`config.mk`:
```
export PLATFORM = sky130hd
export DESIGN_NAME = uart_rx_os_flat
export DESIGN_NICKNAME = d
export VERILOG_FILES = /design/src/rtl/uart_rx_os_pkg.sv /design/src/rtl/uart_rx_os_if.sv /design/src/rtl/sync_2ff.sv /design/src/rtl/uart_rx_os.sv /design/src/flat_wrapper.sv
export SDC_FILE = /design/constraint.sdc
export NUM_CORES = 1
export LEC_CHECK = 0
export BUFFER_PORTS_ARGS = -buffer_cell sky130_fd_sc_hd__clkbuf_2
export CAP_MARGIN = 5
export CELL_PAD_IN_SITES_DETAIL_PLACEMENT = 0
export CELL_PAD_IN_SITES_GLOBAL_PLACEMENT = 1
export CORE_AREA = 2 2 86 47
export CTS_CLUSTER_DIAMETER = 60
export DETAILED_ROUTE_END_ITERATION = 6
export DIE_AREA = 0 0 88 49
export PLACE_DENSITY = 0.68
export SETUP_SLACK_MARGIN = 0.2
export SLEW_MARGIN = 0
export SYNTH_ARGS = -nofsm -noshare
export SYNTH_HDL_FRONTEND = slang
export SYNTH_SLANG_ARGS = --single-unit
```
`constraint.sdc`:
```
create_clock -name clk -period 1.7 [get_ports clk]
set_clock_uncertainty 0.2 [all_clocks]
set_input_delay 0.34 -clock clk [delete_from_list [all_inputs] [get_ports clk]]
set_output_delay 0.34 -clock clk [all_outputs]
set_load 0.005 [all_outputs]
```
`src/rtl/uart_rx_os_pkg.sv`:
```
// uart_rx_os_pkg: shared UART definitions (receiver states, default frame/oversample
// sizes, baud-divider helper used by the baud generator and transmitter).
package uart_rx_os_pkg;
  typedef enum logic [2:0] {
    IDLE  = 3'd0,
    START = 3'd1,
    DATA  = 3'd2,
    STOP  = 3'd3,
    BREAK = 3'd4
  } state_t;
  localparam int OVERSAMPLE_DEF = 16;
  localparam int DATA_BITS_DEF = 8;
  function automatic int baud_div(input int clk_hz, input int baud);
    return clk_hz / (baud * OVERSAMPLE_DEF);
  endfunction
endpackage

```
`src/rtl/uart_rx_os_if.sv`:
```
// uart_rx_os_if: receiver bus; baud_tick/rx in, rx_data/rx_done/rx_busy/frame_err out.
// slave = receiver side, master = the side driving the line and ticks.
interface uart_rx_os_if import uart_rx_os_pkg::*; #(parameter int DATA_BITS = DATA_BITS_DEF);
  logic baud_tick;
  logic rx;
  logic [DATA_BITS-1:0] rx_data;
  logic rx_done;
  logic rx_busy;
  logic frame_err;
  modport master(output baud_tick, rx, input rx_data, rx_done, rx_busy, frame_err);
  modport slave(input baud_tick, rx, output rx_data, rx_done, rx_busy, frame_err);
endinterface

```
`src/rtl/sync_2ff.sv`:
```
// sync_2ff: generic 2-flop synchronizer for an async input.
// Ports: clk, rst (async, active-high), d (async in), q (synchronized out, RST_VAL in reset).
module sync_2ff #(parameter logic RST_VAL = 1'b1) (
  input  logic clk,
  input  logic rst,
  input  logic d,
  output logic q
);
  logic meta;
  always_ff @(posedge clk or posedge rst)
    if (rst) {q, meta} <= {2{RST_VAL}};
    else {q, meta} <= {meta, d};
endmodule

```
`src/rtl/uart_rx_os.sv`:
```
// uart_rx_os: 8N1 UART receiver, 16x oversampled, mid-bit sampling, glitch/framing checks.
// Ports: clk, rst (async, active-high), bus (uart_rx_os_if.slave: baud_tick, rx in;
// rx_data, rx_done pulse, rx_busy, frame_err pulse out).
module uart_rx_os import uart_rx_os_pkg::*; #(
  parameter int OVERSAMPLE = OVERSAMPLE_DEF,
  parameter int DATA_BITS = DATA_BITS_DEF
) (
  input logic clk,
  input logic rst,
  uart_rx_os_if.slave bus
);
  localparam int TW = $clog2(OVERSAMPLE);
  localparam int BW = $clog2(DATA_BITS);
  localparam logic [TW-1:0] HALF = TW'(OVERSAMPLE / 2 - 1);
  localparam logic [TW-1:0] LAST = TW'(OVERSAMPLE - 1);
  localparam logic [BW-1:0] BLAST = BW'(DATA_BITS - 1);
  state_t state, state_n;
  logic [TW-1:0] tick_cnt, tick_n;
  logic [BW-1:0] bit_cnt, bit_n;
  logic [DATA_BITS-1:0] shift_reg, shift_n;
  logic rx_s, done_n, ferr_n;
  sync_2ff #(.RST_VAL(1'b1)) u_sync (.clk(clk), .rst(rst), .d(bus.rx), .q(rx_s));
  assign bus.rx_busy = state != IDLE;
  always_comb begin
    state_n = state;
    tick_n = tick_cnt;
    bit_n = bit_cnt;
    shift_n = shift_reg;
    done_n = 1'b0;
    ferr_n = 1'b0;
    case (state)
      IDLE: if (!rx_s) begin
        tick_n = '0;
        state_n = START;
      end
      START: if (bus.baud_tick) begin
        if (tick_cnt == HALF) begin
          tick_n = '0;
          bit_n = '0;
          state_n = rx_s ? IDLE : DATA;
        end else tick_n = tick_cnt + 1'b1;
      end
      DATA: if (bus.baud_tick) begin
        if (tick_cnt == LAST) begin
          shift_n = {rx_s, shift_reg[DATA_BITS-1:1]};
          tick_n = '0;
          if (bit_cnt == BLAST) state_n = STOP;
          else bit_n = bit_cnt + 1'b1;
        end else tick_n = tick_cnt + 1'b1;
      end
      STOP: if (bus.baud_tick) begin
        if (tick_cnt == LAST) begin
          tick_n = '0;
          done_n = rx_s;
          ferr_n = !rx_s;
          state_n = rx_s ? IDLE : BREAK;
        end else tick_n = tick_cnt + 1'b1;
      end
      BREAK: if (rx_s) state_n = IDLE;
      default: state_n = IDLE;
    endcase
  end
  always_ff @(posedge clk or posedge rst)
    if (rst) begin
      state <= IDLE;
      tick_cnt <= '0;
      bit_cnt <= '0;
      shift_reg <= '0;
      bus.rx_data <= '0;
      bus.rx_done <= 1'b0;
      bus.frame_err <= 1'b0;
    end else begin
      state <= state_n;
      tick_cnt <= tick_n;
      bit_cnt <= bit_n;
      shift_reg <= shift_n;
      bus.rx_done <= done_n;
      bus.frame_err <= ferr_n;
      if (done_n) bus.rx_data <= shift_reg;
    end
endmodule
```
`src/flat_wrapper.sv`:
```
// flat-port wrapper written by rule: the top's interface ports become plain ports
module uart_rx_os_flat import uart_rx_os_pkg::*;
#(
  parameter int OVERSAMPLE = OVERSAMPLE_DEF,
  parameter int DATA_BITS = DATA_BITS_DEF
)
  (clk, rst, bus_baud_tick, bus_rx, bus_rx_data, bus_rx_done, bus_rx_busy, bus_frame_err);
  uart_rx_os_if #(.DATA_BITS(DATA_BITS)) bus_i ();
  input logic clk;
  input logic rst;
  input wire logic [$bits(bus_i.baud_tick)-1:0] bus_baud_tick;
  input wire logic [$bits(bus_i.rx)-1:0] bus_rx;
  output wire logic [$bits(bus_i.rx_data)-1:0] bus_rx_data;
  output wire logic [$bits(bus_i.rx_done)-1:0] bus_rx_done;
  output wire logic [$bits(bus_i.rx_busy)-1:0] bus_rx_busy;
  output wire logic [$bits(bus_i.frame_err)-1:0] bus_frame_err;
  assign bus_i.baud_tick = bus_baud_tick;
  assign bus_i.rx = bus_rx;
  assign bus_rx_data = bus_i.rx_data;
  assign bus_rx_done = bus_i.rx_done;
  assign bus_rx_busy = bus_i.rx_busy;
  assign bus_frame_err = bus_i.frame_err;
  uart_rx_os #(.OVERSAMPLE(OVERSAMPLE), .DATA_BITS(DATA_BITS)) u_core (.clk(clk), .rst(rst), .bus(bus_i));
endmodule
```
==> flow_summary_export.csv, run 1 <==
group,metric,value,unit
yosys,synth_edf_count,0,
routing,dr.pass1.iters,4,
routing,vias,1014,
timing,slew_headroom,74.81,%
yosys,ys_seq_area_share,54.78,%
final_layout,finalNetCount,163,
run,cap_viol_max_count,0,
routing,drt_iter0_markers,21,
critical_path,cp.arrival,1.28,ns
timing,fin_ws,-0.1166,ns
yosys,synth_top_area_share,50.96,%
floorplan,fp.dieW,88,µm
timing,grt_setup_unrepaired,"yes",
routing,detail_route.wl_per_cell,15.50,µm
timing,tightest_slew,0.3779,ns
clocking,cts.path.max_buffers,2,
yosys,synth-seq-cells,30,
final_layout,seq_area,754.5,µm²
timing,fmax,0.5505,GHz
floorplan,start_util,37.95,%
place,io_buffers,14,
grt,antenna_found_initial,0,
yosys,async_flop_share,100.0,%
power_and_ir_drop,total_power,2.444,mW
yosys,synth_common_cells,"dfrtp_1, mux2_2, nand2_1",
critical_path,critPathLaunchType,"register",
status,violations,"setup timing",
floorplan,io_pins,15,
yosys,ys.flop_type,"dfrtp_1",
clocking,clockRootBuffer,"clkbuf_8",
floorplan,dieArea,0.004312,mm²
yosys,syn_area,0.001375,mm²
routing,drc,0,
yosys,synth_cells,113,
yosys,ys.warnings.count,0,
routing,ant_nets,0,
grt,grt_max_degree,31,
critical_path,end_kind,"primary output",
timing,period_minus_slack,1.817,ns
floorplan,core,0.003623,mm²
timing,holdWs,0.1581,ns
yosys,synth.avg_cell_area,12.17,µm²
place,hpwl,2.208,mm
yosys,synth_cell_types,29,
grt,grt-ovfl-total,0,
floorplan,core.rowCount,16,
routing,viasPerCell,4.806,
floorplan,die_y,49,µm
timing,hold_viol_final,0,
clocking,clkTransAtPathRegs,0.07,ns
power_and_ir_drop,leakagePower,0.9505,nW
final_layout,synthToLayoutAreaGrowth,42.95,%
routing,wl,3.271,mm
timing,report.final.slew_viol_count,0,
clocking,cts_tree,"yes",
final_layout,drive_above_1_share,58.60,%
grt,grt_pass1_vias,1076,
yosys,synth_nets,120,
yosys,synth_top_cell_by_area,"dfrtp_1",
grt,grt_pass1_wl,5.492,mm
clocking,cts.sinks,30,
place,placed_cell_area,0.001624,mm²
yosys,yosysMostFrequentCell,"dfrtp_1",
power_and_ir_drop,ir_drop,0.0004839,V
final_layout,multi_input_area,737.0,µm²
place,place_congestion,0.8003,
clocking,numCtsBuffers,5,
critical_path,critical_path_peak_fanout,3,
timing,setup_viol,22,
clocking,worstSkewPairLatency,0.29,ns
final_layout,fillers,304,
final_layout,finalInstanceArea,0.001966,mm²
worst_hold_path,min_path_type,"reg -> reg",
yosys,netlist_top_cells_area,"dfrtp_1, mux2_2, dfstp_2",
critical_path,criticalPathCategory,"reg -> out",
critical_path,worstPathRequired,1.16,ns
final_layout,antenna_cells,0,
clocking,cts_max_level,2,
grt,track_usage,17.38,%
status,outcome,"finished with violations",
timing,period_share,106.9,%
power_and_ir_drop,power_density,1243,mW/mm²
## power by group
group          total, mW  leakage (nW)  switching, mW  internal (mW)
logic              0.973         0.501          0.478          0.494
clock network      0.598        0.0482          0.272          0.326
registers          0.873         0.401         0.0814          0.792
total               2.44         0.951          0.832           1.61
## cell usage in the layout, fill, tap and decap left out, types with 2 or more instances in the layout
cell / n
dfstp_2: 2
inv_1: 6
mux2i_1: 3
nor4_1: 2
clkbuf_8: 6
nand2b_4: 2
clkbuf_2: 14
buf_4: 21
nor3_1: 2
nor3b_1: 2
o21ai_0: 2
mux2_4: 9
o21ai_2: 2
nor2_1: 2
o22ai_1: 3
nand3_2: 2
nand2_1: 5
nand2_2: 2
ha_4: 2
mux2_2: 10
nand2b_1: 3
buf_6: 4
dlygate4sd3_1: 2
dfrtp_1: 27
a21oi_2: 2
## logic make-up (layout without fill, tap and decap cells)
family,after synthesis,in the layout,share of synthesized area [%]
and+or+nand+nor,32,32,13.83
adders and majority gates,3,3,2.730
AOI/OAI and AO/OA,15,15,6.733
DFF,30,30,54.78
muxes,22,22,17.74
buffers and inverters,11,55,4.185
## area by class of cell
class / count / area share (%)
Inverter: 6 / 1.146
Tap cell: 54 / 3.437
Sequential cell: 30 / 38.38
Clock inverter: 1 / 0.2546
Timing Repair Buffer: 41 / 14.89
Clock buffer: 7 / 4.392
Multi-Input combinational cell: 72 / 37.49
## routing by layer
metal | wire length [µm] | GRT usage (%)
met5 | 0 | 0
met4 | 57 | 6.154
met3 | 126 | 6.430
met2 | 1408 | 24.24
met1 | 1679 | 24.65
## what timing repair did
action / CTS / global route
gates resized for setup: 23 / 15
hold buffers: 2 / 0
endpoints found under the hold margin: 29 / 0
setup buffers: 6 / 2
pin swaps: 8 / 10
endpoints found under the setup margin: 23 / 29
## path summary, 6_finish.rpt
path / start / endpoint / slack, ns / cells after the start
min in group asynchronous: rst / u_core.state[1] / 0.47 / 4
max in group asynchronous: rst / u_core.u_sync.meta / 0.52 / 4
hold reg to reg: u_core.u_sync.meta / u_core.u_sync.q / 0.16 / 0
setup reg to reg: u_core.bit_cnt[0] / u_core.bit_cnt[1] / -0.11 / 6
setup / recovery: u_core.state[1] / bus_rx_busy / -0.12 / 3
hold / removal: u_core.u_sync.meta / u_core.u_sync.q / 0.16 / 0
## critical path, cell delays in order (launching register included)
cell and delay, ns:
dfrtp_1 0.39, buf_6 0.12, or3_1 0.36, clkbuf_2 0.12
## through the flow
| stage | instances | util [%] | worst slack [ns] | TNS, ns |
|---|---|---|---|---|
| finish | 211 | 54.25 | -0.1166 | -1.009 |
| floorplan | 113 | - | -0.1081 | -0.9432 |
| detailed placement | 193 | 44.82 | -0.1689 | -1.297 |
| global placement | 193 | 44.82 | -0.08459 | -0.8803 |
| global route | 211 | 54.25 | -0.1654 | -2.813 |
| CTS | 209 | 52.04 | -0.1204 | -1.277 |
(Power assumes the default switching activity.)
==> run 2, diff against run 1 <==
PLACE_DENSITY = not set   (was 0.68)
PLACE_DENSITY_LB_ADDON = 0.2   (was not set)
==> flow_summary_export.csv, run 2 (synthesis results as in run 1) <==
group,metric,value,unit
final_layout,multi_input_area,775.7,µm²
final_layout,seq_area,754.5,µm²
worst_hold_path,min_path_type,"reg -> reg",
place,placed_cell_area,0.001624,mm²
final_layout,finalInstanceArea,0.002106,mm²
timing,holdWs,0.1561,ns
final_layout,fillers,313,
timing,fmax,0.5552,GHz
power_and_ir_drop,leakagePower,1.022,nW
critical_path,criticalPathCategory,"reg -> out",
place,hpwl,1.949,mm
clocking,clkTransAtPathRegs,0.06,ns
place,io_buffers,14,
timing,setup_viol,21,
clocking,numCtsBuffers,5,
power_and_ir_drop,ir_drop,0.0004807,V
status,outcome,"finished with violations",
timing,period_share,105.9,%
critical_path,critical_path_peak_fanout,2,
timing,period_minus_slack,1.801,ns
final_layout,final_cell_mix,"buf_4, dfrtp_1, clkbuf_2, mux2_4",
grt,grt_pass1_vias,1105,
routing,wl,3.243,mm
floorplan,io_pins,15,
floorplan,core.rowCount,16,
status,violations,"setup timing",
timing,tightest_slew,0.3811,ns
final_layout,finalNetCount,175,
power_and_ir_drop,power_density,1220,mW/mm²
critical_path,cp.arrival,1.26,ns
clocking,cts.path.max_buffers,2,
routing,ant_nets,0,
clocking,cts_tree,"yes",
grt,track_usage,17.34,%
place,post-place-ws,-0.1584,ns
timing,report.final.slew_viol_count,0,
routing,drt_iter0_markers,81,
grt,grt_max_degree,31,
routing,vias,1067,
timing,hold_viol_final,0,
clocking,cts_max_level,2,
critical_path,worst_path_max_delay_cell,"dfrtp_1",
final_layout,drive_above_1_share,62.13,%
place,place_congestion,0.7824,
critical_path,path_cells,"buf_6 > or3_1 > buf_2",
routing,detail_route.wl_per_cell,14.54,µm
final_layout,antenna_cells,0,
final_layout,synthToLayoutAreaGrowth,53.14,%
timing,slew_headroom,74.59,%
critical_path,worstPathRequired,1.16,ns
floorplan,dieArea,0.004312,mm²
critical_path,end_kind,"primary output",
floorplan,die_y,49,µm
run,cap_viol_max_count,0,
clocking,cts.sinks,30,
grt,grt_pass1_wl,5.513,mm
routing,viasPerCell,4.785,
critical_path,cpPeakStageDelay,0.40,ns
grt,antenna_found_initial,0,
routing,drc,0,
routing,dr.pass1.iters,5,
critical_path,critPathLaunchType,"register",
floorplan,core,0.003623,mm²
clocking,worstSkewPairLatency,0.28,ns
floorplan,fp.dieW,88,µm
timing,grt_setup_unrepaired,"yes",
floorplan,start_util,37.95,%
timing,setup-tns-final,-0.9326,ns
timing,fin_ws,-0.1010,ns
grt,grt-ovfl-total,0,
clocking,clockRootBuffer,"clkbuf_8",
[run 2: final timing paths]
path	from	to	slack (ns)	cells past startpoint
max	u_core.state[1]	bus_rx_busy	-0.10	3
min	u_core.u_sync.meta	u_core.u_sync.q	0.16	0
max reg2reg	u_core.bit_cnt[1]	u_core.bit_cnt[1]	-0.08	6
min reg2reg	u_core.u_sync.meta	u_core.u_sync.q	0.16	0
max in group asynchronous	rst	u_core.u_sync.meta	0.51	4
min in group asynchronous	rst	u_core.state[1]	0.47	4
[run 2: routing by layer]
metal	vias up	global-route usage, %	part of all wire (%)
met5	-	0	0
met1	531	24.89	52
li1	513	-	-
met2	18	25.13	44
met3	5	5.753	4.0
met4	0	4.615	0.65
[run 2: what timing repair did]
item | in CTS | in global routing
pin swaps | 14 | 13
cloned | 1 | 0
setup buffers | 12 | 7
setup endpoints to repair | 25 | 27
hold buffers | 2 | 0
resized for setup | 37 | 16
hold endpoints to repair | 29 | 0
[run 2: worst max-delay path, delay by kind of cell, from the launching register on]
kind	cells	cell delay (ns)
DFF	1	0.40
and+or+nand+nor	1	0.33
buffers and inverters	2	0.25
[run 2: report_power, final]
| part | leakage, nW | internal [mW] | switching [mW] |
|---|---|---|---|
| Combinational | 0.572 | 0.587 | 0.507 |
| Sequential | 0.402 | 0.792 | 0.0951 |
| Clock | 0.0482 | 0.326 | 0.263 |
| Total | 1.02 | 1.70 | 0.865 |
[run 2: per-stage QoR]
step / power [mW] / utilization (%) / instances
after detailed placement: 1.502 / 44.82 / 193
after global placement: 1.499 / 44.82 / 193
after floorplan: 1.285 / - / 113
after CTS: 2.381 / 54.90 / 216
after global routing: 2.734 / 58.11 / 223
final: 2.570 / 58.11 / 223
[run 2: layout make-up]
class | instances | share of cell area, %
inverter | 6 | 1.070
timing repair buffer | 52 | 18.72
sequential | 30 | 35.83
tap | 54 | 3.209
multi-input combinational | 73 | 36.84
clock inverter | 1 | 0.2377
clock buffer | 7 | 4.100
